===== src/rtl/serial_logic16.sv =====
// Bit-serial bitwise logic unit: one gate evaluated per clock, LSB first,
// with valid/ready handshakes on operand intake and result delivery.
module serial_logic16 #(
  parameter int unsigned WIDTH = 16
) (
  input  logic             clk,
  input  logic             rst_n,
  input  logic             in_valid,
  output logic             in_ready,
  input  logic [WIDTH-1:0] in_a,
  input  logic [WIDTH-1:0] in_b,
  input  logic [1:0]       in_op,
  output logic             out_valid,
  input  logic             out_ready,
  output logic [WIDTH-1:0] out_data,
  output logic             busy
);

  localparam int unsigned CW = $clog2(WIDTH + 1);

  typedef enum logic [1:0] {
    IDLE  = 2'b00,
    SHIFT = 2'b01,
    DONE  = 2'b10
  } state_t;

  state_t           state;
  state_t           state_next;
  logic [WIDTH-1:0] a_reg;
  logic [WIDTH-1:0] b_reg;
  logic [WIDTH-1:0] res_reg;
  logic [1:0]       op_reg;
  logic [CW-1:0]    count;
  logic             gate_bit;
  logic             accept;
  logic             last_shift;

  assign accept     = (state == IDLE) && in_valid;
  assign last_shift = (state == SHIFT) && (count == CW'(WIDTH - 1));

  always_ff @(posedge clk or negedge rst_n) begin
    if (!rst_n) begin
      state <= IDLE;
    end else begin
      state <= state_next;
    end
  end

  always_comb begin
    state_next = state;
    unique case (state)
      IDLE:    if (accept)     state_next = SHIFT;
      SHIFT:   if (last_shift) state_next = DONE;
      DONE:    if (out_ready)  state_next = IDLE;
      default:                 state_next = IDLE;
    endcase
  end

  always_comb begin
    gate_bit = 1'b0;
    unique case (op_reg)
      2'b00: gate_bit = a_reg[0] & b_reg[0];
      2'b01: gate_bit = a_reg[0] | b_reg[0];
      2'b10: gate_bit = a_reg[0] ^ b_reg[0];
      2'b11: gate_bit = ~(a_reg[0] & b_reg[0]);
      default: gate_bit = 1'b0;
    endcase
  end

  // Result enters at the MSB so after WIDTH shifts bit i lines up with operand bit i.
  always_ff @(posedge clk or negedge rst_n) begin
    if (!rst_n) begin
      a_reg   <= '0;
      b_reg   <= '0;
      op_reg  <= '0;
      res_reg <= '0;
      count   <= '0;
    end else if (accept) begin
      a_reg  <= in_a;
      b_reg  <= in_b;
      op_reg <= in_op;
      count  <= '0;
    end else if (state == SHIFT) begin
      a_reg   <= {1'b0, a_reg[WIDTH-1:1]};
      b_reg   <= {1'b0, b_reg[WIDTH-1:1]};
      res_reg <= {gate_bit, res_reg[WIDTH-1:1]};
      count   <= count + CW'(1);
    end
  end

  assign in_ready  = (state == IDLE);
  assign out_valid = (state == DONE);
  assign busy      = (state != IDLE);
  assign out_data  = res_reg;

endmodule


===== config.mk =====
export PLATFORM = sky130hd
export DESIGN_NAME = serial_logic16
export DESIGN_NICKNAME = d
export VERILOG_FILES = /design/src/rtl/serial_logic16.sv
export SDC_FILE = /design/constraint.sdc
export NUM_CORES = 1
export LEC_CHECK = 0
export ABC_AREA = 1
export BUFFER_PORTS_ARGS = -buffer_cell sky130_fd_sc_hd__buf_2
export CAP_MARGIN = 0
export CORE_ASPECT_RATIO = 0.8
export CORE_MARGIN = 4
export CORE_UTILIZATION = 35
export CTS_CLUSTER_DIAMETER = 150
export DETAILED_ROUTE_END_ITERATION = 8
export GPL_ROUTABILITY_DRIVEN = 0
export GPL_TIMING_DRIVEN = 0
export SETUP_SLACK_MARGIN = 0.2
export SYNTH_ARGS = -nofsm -noshare
export SYNTH_HDL_FRONTEND = slang
export SYNTH_SLANG_ARGS = --single-unit

===== constraint.sdc =====
create_clock -name clk -period 1.5 [get_ports clk]
set_input_delay 0.075 -clock clk [delete_from_list [all_inputs] [get_ports clk]]
set_output_delay 0.075 -clock clk [all_outputs]
set_load 0.02 [all_outputs]

==> results of run 1 <==
-- routing by layer --
metal | share of wire | up-vias | track usage
li1 | - | 1120 | -
met1 | 0.51 | 975 | 0.207
met2 | 0.42 | 47 | 0.212
met3 | 0.058 | 9 | 0.0521
met4 | 0.017 | 0 | 0.0580
met5 | 0 | - | 0
-- kinds of logic after synthesis --
| logic type | share of synthesized area |
|---|---|
| compound gates | 0.0473 |
| fa+ha+maj | 0.0203 |
| flops | 0.580 |
| simple gates | 0.288 |
| buf+inv | 0.0646 |
-- layout make-up --
class	count	area [um^2]	share of cell area
Inverter	18	72.6	0.0207
Tap cell	87	109	0.0310
Timing Repair Buffer	96	673	0.192
Clock inverter	5	77.6	0.0221
Buffer	13	104	0.0296
Multi-Input combinational cell	201	895	0.255
Sequential cell	57	1430	0.407
Clock buffer	11	151	0.0431
-- layout by cell type (no fill, tap or decap), drive strengths merged --
cell         count
nand3           34
o21ai           21
dfrtp           57
bufinv           2
dlygate4sd3     36
o31ai            1
nand3b           1
ha               4
clkinvlp         1
clkinv           3
nand2          135
clkbuf          12
nor2             5
buf             72
inv             17
-- critical path: stages, from the launching register on --
cell                      delay (ns)
sky130_fd_sc_hd__dfrtp_2        0.46
sky130_fd_sc_hd__nor2_2         0.18
sky130_fd_sc_hd__inv_1          0.05
sky130_fd_sc_hd__buf_2          0.15
-- path summary, 6_finish.rpt --
check                       endpoint       from  slack (ns)
setup / recovery                busy   state[0]        0.24
setup reg to reg            state[1]   state[1]        0.30
min in group asynchronous  a_reg[10]      rst_n        0.33
hold reg to reg            a_reg[15]  a_reg[15]        0.48
max in group asynchronous   state[0]      rst_n        0.66
hold / removal              state[0]   in_valid        0.08
-- power breakdown --
group | switching, uW | leakage (uW) | total [uW] | internal (uW)
logic | 1390 | 0.000950 | 2350 | 961
clock network | 614 | 0.000115 | 1630 | 1020
registers | 389 | 0.000734 | 2590 | 2200
-- per-stage QoR --
stage,power [uW],instances,util
global placement,4770,432,0.415
global route,7170,488,0.512
CTS,6580,483,0.502
floorplan,4110,289,-
finish,6570,488,0.512
detailed placement,4810,432,0.415
-- cells in the mapped netlist --
cell	instances
sky130_fd_sc_hd__buf_2	7
sky130_fd_sc_hd__dfrtp_1	57
sky130_fd_sc_hd__buf_6	4
sky130_fd_sc_hd__nand2_1	135
sky130_fd_sc_hd__o21ai_2	1
sky130_fd_sc_hd__o21ai_0	19
sky130_fd_sc_hd__inv_2	2
sky130_fd_sc_hd__clkbuf_1	1
sky130_fd_sc_hd__nor2_1	3
sky130_fd_sc_hd__nand3_1	34
sky130_fd_sc_hd__inv_1	16
sky130_fd_sc_hd__o31ai_1	1
sky130_fd_sc_hd__nand3b_1	1
sky130_fd_sc_hd__ha_1	4
sky130_fd_sc_hd__o21ai_1	1
sky130_fd_sc_hd__buf_4	1
sky130_fd_sc_hd__nor2_2	2
-- timing repair --
action                                  4_1_cts  5_1_grt
pin swaps                                     0        2
gates resized for setup                       5       11
setup buffers                                 0        4
endpoints found under the hold margin        35       57
hold buffers                                 35        1
endpoints found under the setup margin       32       47
==> flow_summary.html, run 1 <==
<table>
<tr><th>Metric</th><th>Value</th></tr>
<tr><th colspan="2">Status</th></tr>
<tr><td>Result of the run</td><td>finished clean</td></tr>
<tr><th colspan="2">GRT</th></tr>
<tr><td>Maximum number of pins on one net before global-route repair</td><td>58</td></tr>
<tr><td>Number of global-route vias before repair</td><td>between 2000 and 2500</td></tr>
<tr><td>Global-route wire length before repair</td><td>a little under 10000 um</td></tr>
<tr><td>GR Overflow Total</td><td>0</td></tr>
<tr><td>Initial antenna violation count</td><td>0</td></tr>
<tr><td>Total routing usage reported by global routing</td><td>0.149</td></tr>
<tr><th colspan="2">Synthesis</th></tr>
<tr><td>Sequential element share of the synthesized area</td><td>0.580</td></tr>
<tr><td>Yosys top cell by area</td><td>sky130_fd_sc_hd__dfrtp_1</td></tr>
<tr><td>Syn Nets</td><td>~330</td></tr>
<tr><td>#FFs+latches synth</td><td>57</td></tr>
<tr><td>Cell types with the largest area share after synthesis</td><td>sky130_fd_sc_hd__dfrtp_1 (58%), sky130_fd_sc_hd__nand2_1 (21%), sky130_fd_sc_hd__nand3_1 (6.9%), sky130_fd_sc_hd__o21ai_0 (3.9%), sky130_fd_sc_hd__inv_1 (2.4%)</td></tr>
<tr><td>Summed instance area of the synthesized netlist</td><td>between 2000 and 2500 um^2</td></tr>
<tr><td>Synthesized area per cell</td><td>roughly 8.5 um^2</td></tr>
<tr><td>Synth top area share</td><td>0.580</td></tr>
<tr><td>Post-synth cell types</td><td>17</td></tr>
<tr><td>Number of instances in the synthesized netlist</td><td>slightly below 300</td></tr>
<tr><td>Count of warnings emitted by yosys</td><td>0</td></tr>
<tr><th colspan="2">Timing</th></tr>
<tr><td>Pin slew with the least headroom to its limit</td><td>0.721 ns</td></tr>
<tr><td>Final period utilization</td><td>0.840</td></tr>
<tr><td>Worst clock skew</td><td>~0.01 ns</td></tr>
<tr><td>Tightest hold margin</td><td>0.0771 ns</td></tr>
<tr><td>Unrepaired setup endpoints after global routing</td><td>yes</td></tr>
<tr><td>Max-slew headroom at the worst pin</td><td>0.519</td></tr>
<tr><td>Max frequency</td><td>about 790 MHz</td></tr>
<tr><td>Total count of max-transition violations in the final report</td><td>0</td></tr>
<tr><td>Setup Total Neg Slack</td><td>0 ns</td></tr>
<tr><td>Minimum clock period</td><td>around 1.3 ns</td></tr>
<tr><td>Final setup fails</td><td>0</td></tr>
<tr><td>Final hold violation count</td><td>0</td></tr>
<tr><td>Worst Slack Setup Final</td><td>roughly 0.24 ns</td></tr>
<tr><th colspan="2">Die</th></tr>
<tr><td>Boundary pin count</td><td>57</td></tr>
<tr><td>Core box area</td><td>6860 um^2</td></tr>
<tr><td>Chip Width</td><td>102 um</td></tr>
<tr><td>Vertical extent of the die</td><td>~83 um</td></tr>
<tr><td>Total Die Area</td><td>8440 um^2</td></tr>
<tr><td>Number of core rows</td><td>27</td></tr>
<tr><td>Initial standard-cell utilization of the core</td><td>0.359</td></tr>
<tr><th colspan="2">CTS</th></tr>
<tr><td>Number of buffers added by the clock tree synthesis step</td><td>9</td></tr>
<tr><td>Source-to-sink clock delay at the later pin of the worst-skew pair</td><td>0.34 ns</td></tr>
<tr><td>Count of H-tree levels built during CTS</td><td>3</td></tr>
<tr><td>Clock tree from TritonCTS</td><td>yes</td></tr>
<tr><td>Sinks on the clock net</td><td>57</td></tr>
<tr><td>Clk slew on worst S/H paths</td><td>0.07 ns</td></tr>
<tr><td>Max clock buf depth</td><td>2</td></tr>
<tr><td>Clock root cell</td><td>sky130_fd_sc_hd__clkbuf_8</td></tr>
<tr><th colspan="2">Detailed routing</th></tr>
<tr><td>Antenna violation net count after detailed routing</td><td>0</td></tr>
<tr><td>Mean routed wirelength per cell</td><td>11.4 um</td></tr>
<tr><td>Routed wire length</td><td>approximately 5600 um</td></tr>
<tr><td>Via total after detailed routing</td><td>roughly 2200</td></tr>
<tr><td>Number of DRC violations after detailed routing</td><td>0</td></tr>
<tr><td>Starting DRT DRC Count</td><td>roughly 110</td></tr>
<tr><td>Pre-antenna DRT Iters</td><td>4</td></tr>
<tr><td>Vias/cell</td><td>4.41</td></tr>
<tr><th colspan="2">Power</th></tr>
<tr><td>Static leakage</td><td>0.00180 uW</td></tr>
<tr><td>VDD IR-drop max</td><td>~0.7 mV</td></tr>
<tr><td>Power density over cell area</td><td>~1900 nW/um^2</td></tr>
<tr><th colspan="2">Cells and area</th></tr>
<tr><td>Layout filler cell count</td><td>646</td></tr>
<tr><td>Area of all placed cells without fillers</td><td>between 3000 and 4000 um^2</td></tr>
<tr><td>Fraction of final layout cells sized beyond drive strength 1</td><td>0.239</td></tr>
<tr><td>Layout Area Growth over Synthesis</td><td>42.7%</td></tr>
<tr><td>Diodes inserted</td><td>0</td></tr>
<tr><td>Fin nets</td><td>438</td></tr>
<tr><th colspan="2">Hold path</th></tr>
<tr><td>Path type of the worst min-delay path</td><td>input port to flop</td></tr>
<tr><td>Number of cells on the worst hold path</td><td>3</td></tr>
<tr><th colspan="2">Place</th></tr>
<tr><td>DP HPWL</td><td>3550 um</td></tr>
<tr><td>Placement-stage worst setup slack</td><td>0.143 ns</td></tr>
<tr><td>Placed cell areas</td><td>2850 um^2</td></tr>
<tr><td>Number of port buffers</td><td>56</td></tr>
<tr><th colspan="2">Flow run</th></tr>
<tr><td>Number of max-cap violations</td><td>0</td></tr>
<tr><th colspan="2">Worst setup path</th></tr>
<tr><td>Type of element capturing the critical path</td><td>output pin</td></tr>
<tr><td>Data arrival time of the worst path</td><td>approximately 1.2 ns</td></tr>
<tr><td>Worst Setup Start Kind</td><td>flop</td></tr>
<tr><td>Depth of the worst register-to-register path</td><td>6</td></tr>
<tr><td>Peak fanout along the critical path</td><td>6</td></tr>
<tr><td>Startpoint-to-endpoint class of the critical path</td><td>flop to output pin</td></tr>
<tr><td>Data required time at the worst endpoint</td><td>around 1.4 ns</td></tr>
</table>
Power figures use the tool's default switching activity.
==> run 2: changes to the inputs <==
==> constraint.sdc (replaced) <==
create_clock -name clk -period 1.2 [get_ports clk]
set_input_delay 0.06 -clock clk [delete_from_list [all_inputs] [get_ports clk]]
set_output_delay 0.06 -clock clk [all_outputs]
set_load 0.02 [all_outputs]
==> flow_summary.html, run 2 (synthesis gave the netlist of run 1 again) <==
<table>
<tr><th>Metric</th><th>Value</th></tr>
<tr><th colspan="2">CTS</th></tr>
<tr><td>Count of H-tree levels built during CTS</td><td>3 (unchanged)</td></tr>
<tr><td>Max clock buf depth</td><td>2 (unchanged)</td></tr>
<tr><td>Clock tree from TritonCTS</td><td>yes (unchanged)</td></tr>
<tr><td>Clock root cell</td><td>sky130_fd_sc_hd__clkbuf_8 (unchanged)</td></tr>
<tr><td>Source-to-sink clock delay at the later pin of the worst-skew pair</td><td>0.33 ns (was 0.34 ns)</td></tr>
<tr><td>Number of buffers added by the clock tree synthesis step</td><td>9 (unchanged)</td></tr>
<tr><td>Cts hold-fix bufs</td><td>35 (unchanged)</td></tr>
<tr><td>Sinks on the clock net</td><td>57 (unchanged)</td></tr>
<tr><td>Clk slew on worst S/H paths</td><td>0.06 ns (was 0.07 ns)</td></tr>
<tr><th colspan="2">Power</th></tr>
<tr><td>VDD IR-drop max</td><td>0.837 mV (was 0.684 mV)</td></tr>
<tr><td>Static leakage</td><td>0.00232 uW (was 0.00180 uW)</td></tr>
<tr><td>Power density over cell area</td><td>2290 nW/um^2 (was 1870 nW/um^2)</td></tr>
<tr><th colspan="2">Die</th></tr>
<tr><td>Vertical extent of the die</td><td>83.0 um (unchanged)</td></tr>
<tr><td>Initial standard-cell utilization of the core</td><td>0.359 (unchanged)</td></tr>
<tr><td>Total Die Area</td><td>8440 um^2 (unchanged)</td></tr>
<tr><td>Number of core rows</td><td>27 (unchanged)</td></tr>
<tr><td>Boundary pin count</td><td>57 (unchanged)</td></tr>
<tr><td>Core box area</td><td>6860 um^2 (unchanged)</td></tr>
<tr><td>Chip Width</td><td>102 um (unchanged)</td></tr>
<tr><th colspan="2">GRT</th></tr>
<tr><td>Met1 usage in global routing</td><td>0.213 (was 0.207)</td></tr>
<tr><td>Most crowded layer after global routing</td><td>met2 (unchanged)</td></tr>
<tr><td>Global-route wire length before repair</td><td>10500 um (was 9840 um)</td></tr>
<tr><td>Global routing met3 resource utilization</td><td>0.0571 (was 0.0521)</td></tr>
<tr><td>Total routing usage reported by global routing</td><td>0.160 (was 0.149)</td></tr>
<tr><td>Number of global-route vias before repair</td><td>2286 (was 2168)</td></tr>
<tr><td>GR Overflow Total</td><td>0 (unchanged)</td></tr>
<tr><td>Met2 layer usage reported by global route</td><td>0.248 (was 0.212)</td></tr>
<tr><td>Initial antenna violation count</td><td>0 (unchanged)</td></tr>
<tr><td>Maximum number of pins on one net before global-route repair</td><td>58 (unchanged)</td></tr>
<tr><th colspan="2">Worst setup path</th></tr>
<tr><td>Worst Setup Start Kind</td><td>flop (unchanged)</td></tr>
<tr><td>Sequence of cells on the critical path</td><td>nor2_4, inv_2, buf_6 (was nor2_2, inv_1, buf_2)</td></tr>
<tr><td>Peak fanout along the critical path</td><td>5 (was 6)</td></tr>
<tr><td>Data required time at the worst endpoint</td><td>1.14 ns (was 1.42 ns)</td></tr>
<tr><td>Data arrival time of the worst path</td><td>1.13 ns (was 1.18 ns)</td></tr>
<tr><td>Startpoint-to-endpoint class of the critical path</td><td>flop to output pin (unchanged)</td></tr>
<tr><td>Cell type of the slowest stage on the worst timing path</td><td>sky130_fd_sc_hd__dfrtp_2 (unchanged)</td></tr>
<tr><td>Critical path buffers and inverters</td><td>2 (unchanged)</td></tr>
<tr><td>Cell family contributing the most delay on the critical path</td><td>flip-flops (unchanged)</td></tr>
<tr><td>Type of element capturing the critical path</td><td>output pin (unchanged)</td></tr>
<tr><td>Crit-path max cell delay</td><td>0.46 ns (about the same)</td></tr>
<tr><th colspan="2">Cells and area</th></tr>
<tr><td>Fin util</td><td>0.625 (was 0.512)</td></tr>
<tr><td>Non-filler cells, final</td><td>504 (was 488)</td></tr>
<tr><td>Fin nets</td><td>454 (was 438)</td></tr>
<tr><td>Diodes inserted</td><td>0 (unchanged)</td></tr>
<tr><td>Commonest non-fill, non-tap cell in the layout</td><td>sky130_fd_sc_hd__nand2_1 (unchanged)</td></tr>
<tr><td>Layout Area Growth over Synthesis</td><td>74.2% (was 42.7%)</td></tr>
<tr><td>Top library cells by usage in the layout, fill and taps aside</td><td>sky130_fd_sc_hd__nand2_1 (71), sky130_fd_sc_hd__dfrtp_1 (55), sky130_fd_sc_hd__buf_2 (52), sky130_fd_sc_hd__nand2_2 (41), sky130_fd_sc_hd__dlygate4sd3_1 (35) (was sky130_fd_sc_hd__nand2_1 (134), sky130_fd_sc_hd__buf_2 (59), sky130_fd_sc_hd__dfrtp_1 (56), sky130_fd_sc_hd__dlygate4sd3_1 (36), sky130_fd_sc_hd__nand3_1 (34))</td></tr>
<tr><td>Fraction of final layout cells sized beyond drive strength 1</td><td>0.520 (was 0.239)</td></tr>
<tr><td>Area of all placed cells without fillers</td><td>4290 um^2 (was 3510 um^2)</td></tr>
<tr><th colspan="2">Timing</th></tr>
<tr><td>Final period utilization</td><td>0.995</td></tr>
<tr><td>Tightest hold margin</td><td>-0.215 ns (was 0.0771 ns)</td></tr>
<tr><td>Final setup fails</td><td>0 (unchanged)</td></tr>
<tr><td>Total count of max-transition violations in the final report</td><td>0 (unchanged)</td></tr>
<tr><td>Max-slew headroom at the worst pin</td><td>0.519 (about the same)</td></tr>
<tr><td>Worst clock skew</td><td>0.00607 ns (was 0.0100 ns)</td></tr>
<tr><td>Max frequency</td><td>approximately 840 MHz</td></tr>
<tr><td>Minimum clock period</td><td>~1.2 ns</td></tr>
<tr><td>Worst Slack Setup Final</td><td>0.00590 ns (was 0.240 ns)</td></tr>
<tr><td>Pin slew with the least headroom to its limit</td><td>0.721 ns (about the same)</td></tr>
<tr><td>Final hold violation count</td><td>57 (was 0)</td></tr>
<tr><td>Unrepaired setup endpoints after global routing</td><td>yes (unchanged)</td></tr>
<tr><th colspan="2">Detailed routing</th></tr>
<tr><td>Vias/cell</td><td>4.58 (was 4.41)</td></tr>
<tr><td>Antenna violation net count after detailed routing</td><td>0 (unchanged)</td></tr>
<tr><td>Number of DRC violations after detailed routing</td><td>0 (unchanged)</td></tr>
<tr><td>Pre-antenna DRT Iters</td><td>4 (unchanged)</td></tr>
<tr><td>Starting DRT DRC Count</td><td>68 (was 109)</td></tr>
<tr><td>Routed wire length</td><td>6590 um (was 5580 um)</td></tr>
<tr><td>Mean routed wirelength per cell</td><td>13.1 um (was 11.4 um)</td></tr>
<tr><td>Via total after detailed routing</td><td>2310 (was 2151)</td></tr>
<tr><th colspan="2">Status</th></tr>
<tr><td>Failing checks</td><td>hold timing</td></tr>
<tr><td>Result of the run</td><td>finished with violations (was finished clean)</td></tr>
<tr><th colspan="2">Hold path</th></tr>
<tr><td>Path type of the worst min-delay path</td><td>input port to async pin (was input port to flop)</td></tr>
<tr><th colspan="2">Place</th></tr>
<tr><td>Placement-stage worst setup slack</td><td>-0.158 ns (was 0.143 ns)</td></tr>
<tr><td>Number of instances in the placed design</td><td>432 (unchanged)</td></tr>
<tr><td>Number of port buffers</td><td>56 (unchanged)</td></tr>
<tr><td>DP HPWL</td><td>3580 um (was 3550 um)</td></tr>
<tr><td>Placed cell areas</td><td>2890 um^2 (was 2850 um^2)</td></tr>
<tr><th colspan="2">Flow run</th></tr>
<tr><td>Number of max-cap violations</td><td>0 (unchanged)</td></tr>
</table>
==> run 2: what timing repair did <==
item	CTS	global route
gates cloned	7	2
pin swaps	16	22
gates resized for setup	73	115
setup endpoints to repair	60	63
hold endpoints to repair	35	57
buffers inserted	8	4
==> run 2: cell type report <==
class,instances,area (um^2)
fill,595,2570
sequential,57,1430
multi-input combinational,201,1360
timing repair buffer,111,933
buffer,13,169
clock buffer,13,159
tap,87,109
inverter,18,82.6
clock inverter,3,40.0
timing repair inverter,1,8.76
==> run 2: worst paths after layout <==
kind,start,slack (ns),end,depth (start not counted)
max,state[0],0.006,busy,3
min,rst_n,-0.22,a_reg[10],1
max reg2reg,state[1],0.006,a_reg[12],6
min reg2reg,a_reg[15],0.49,a_reg[15],2
max in group asynchronous,rst_n,0.89,state[1],1
min in group clk,in_valid,0.22,b_reg[0],5
==> run 2: power breakdown <==
part / total (uW) / internal [uW] / switching, uW
sequential: 3350 / 2760 / 593
clock: 1800 / 1070 / 732
combinational: 4660 / 2200 / 2460
==> run 2: routing by layer <==
layer | wire length [um] | vias up
met5 | 0 | -
met4 | 63 | 0
met3 | 358 | 6
met2 | 3140 | 55
met1 | 3020 | 1086
li1 | - | 1163
==> run 2: metrics by stage <==
step	setup TNS [ns]	total power, uW
after floorplan	0	5250
after global placement	-7.40	6080
after detailed placement	-7.10	6140
after CTS	0	8900
after global routing	-1.10	10500
final	0	9810
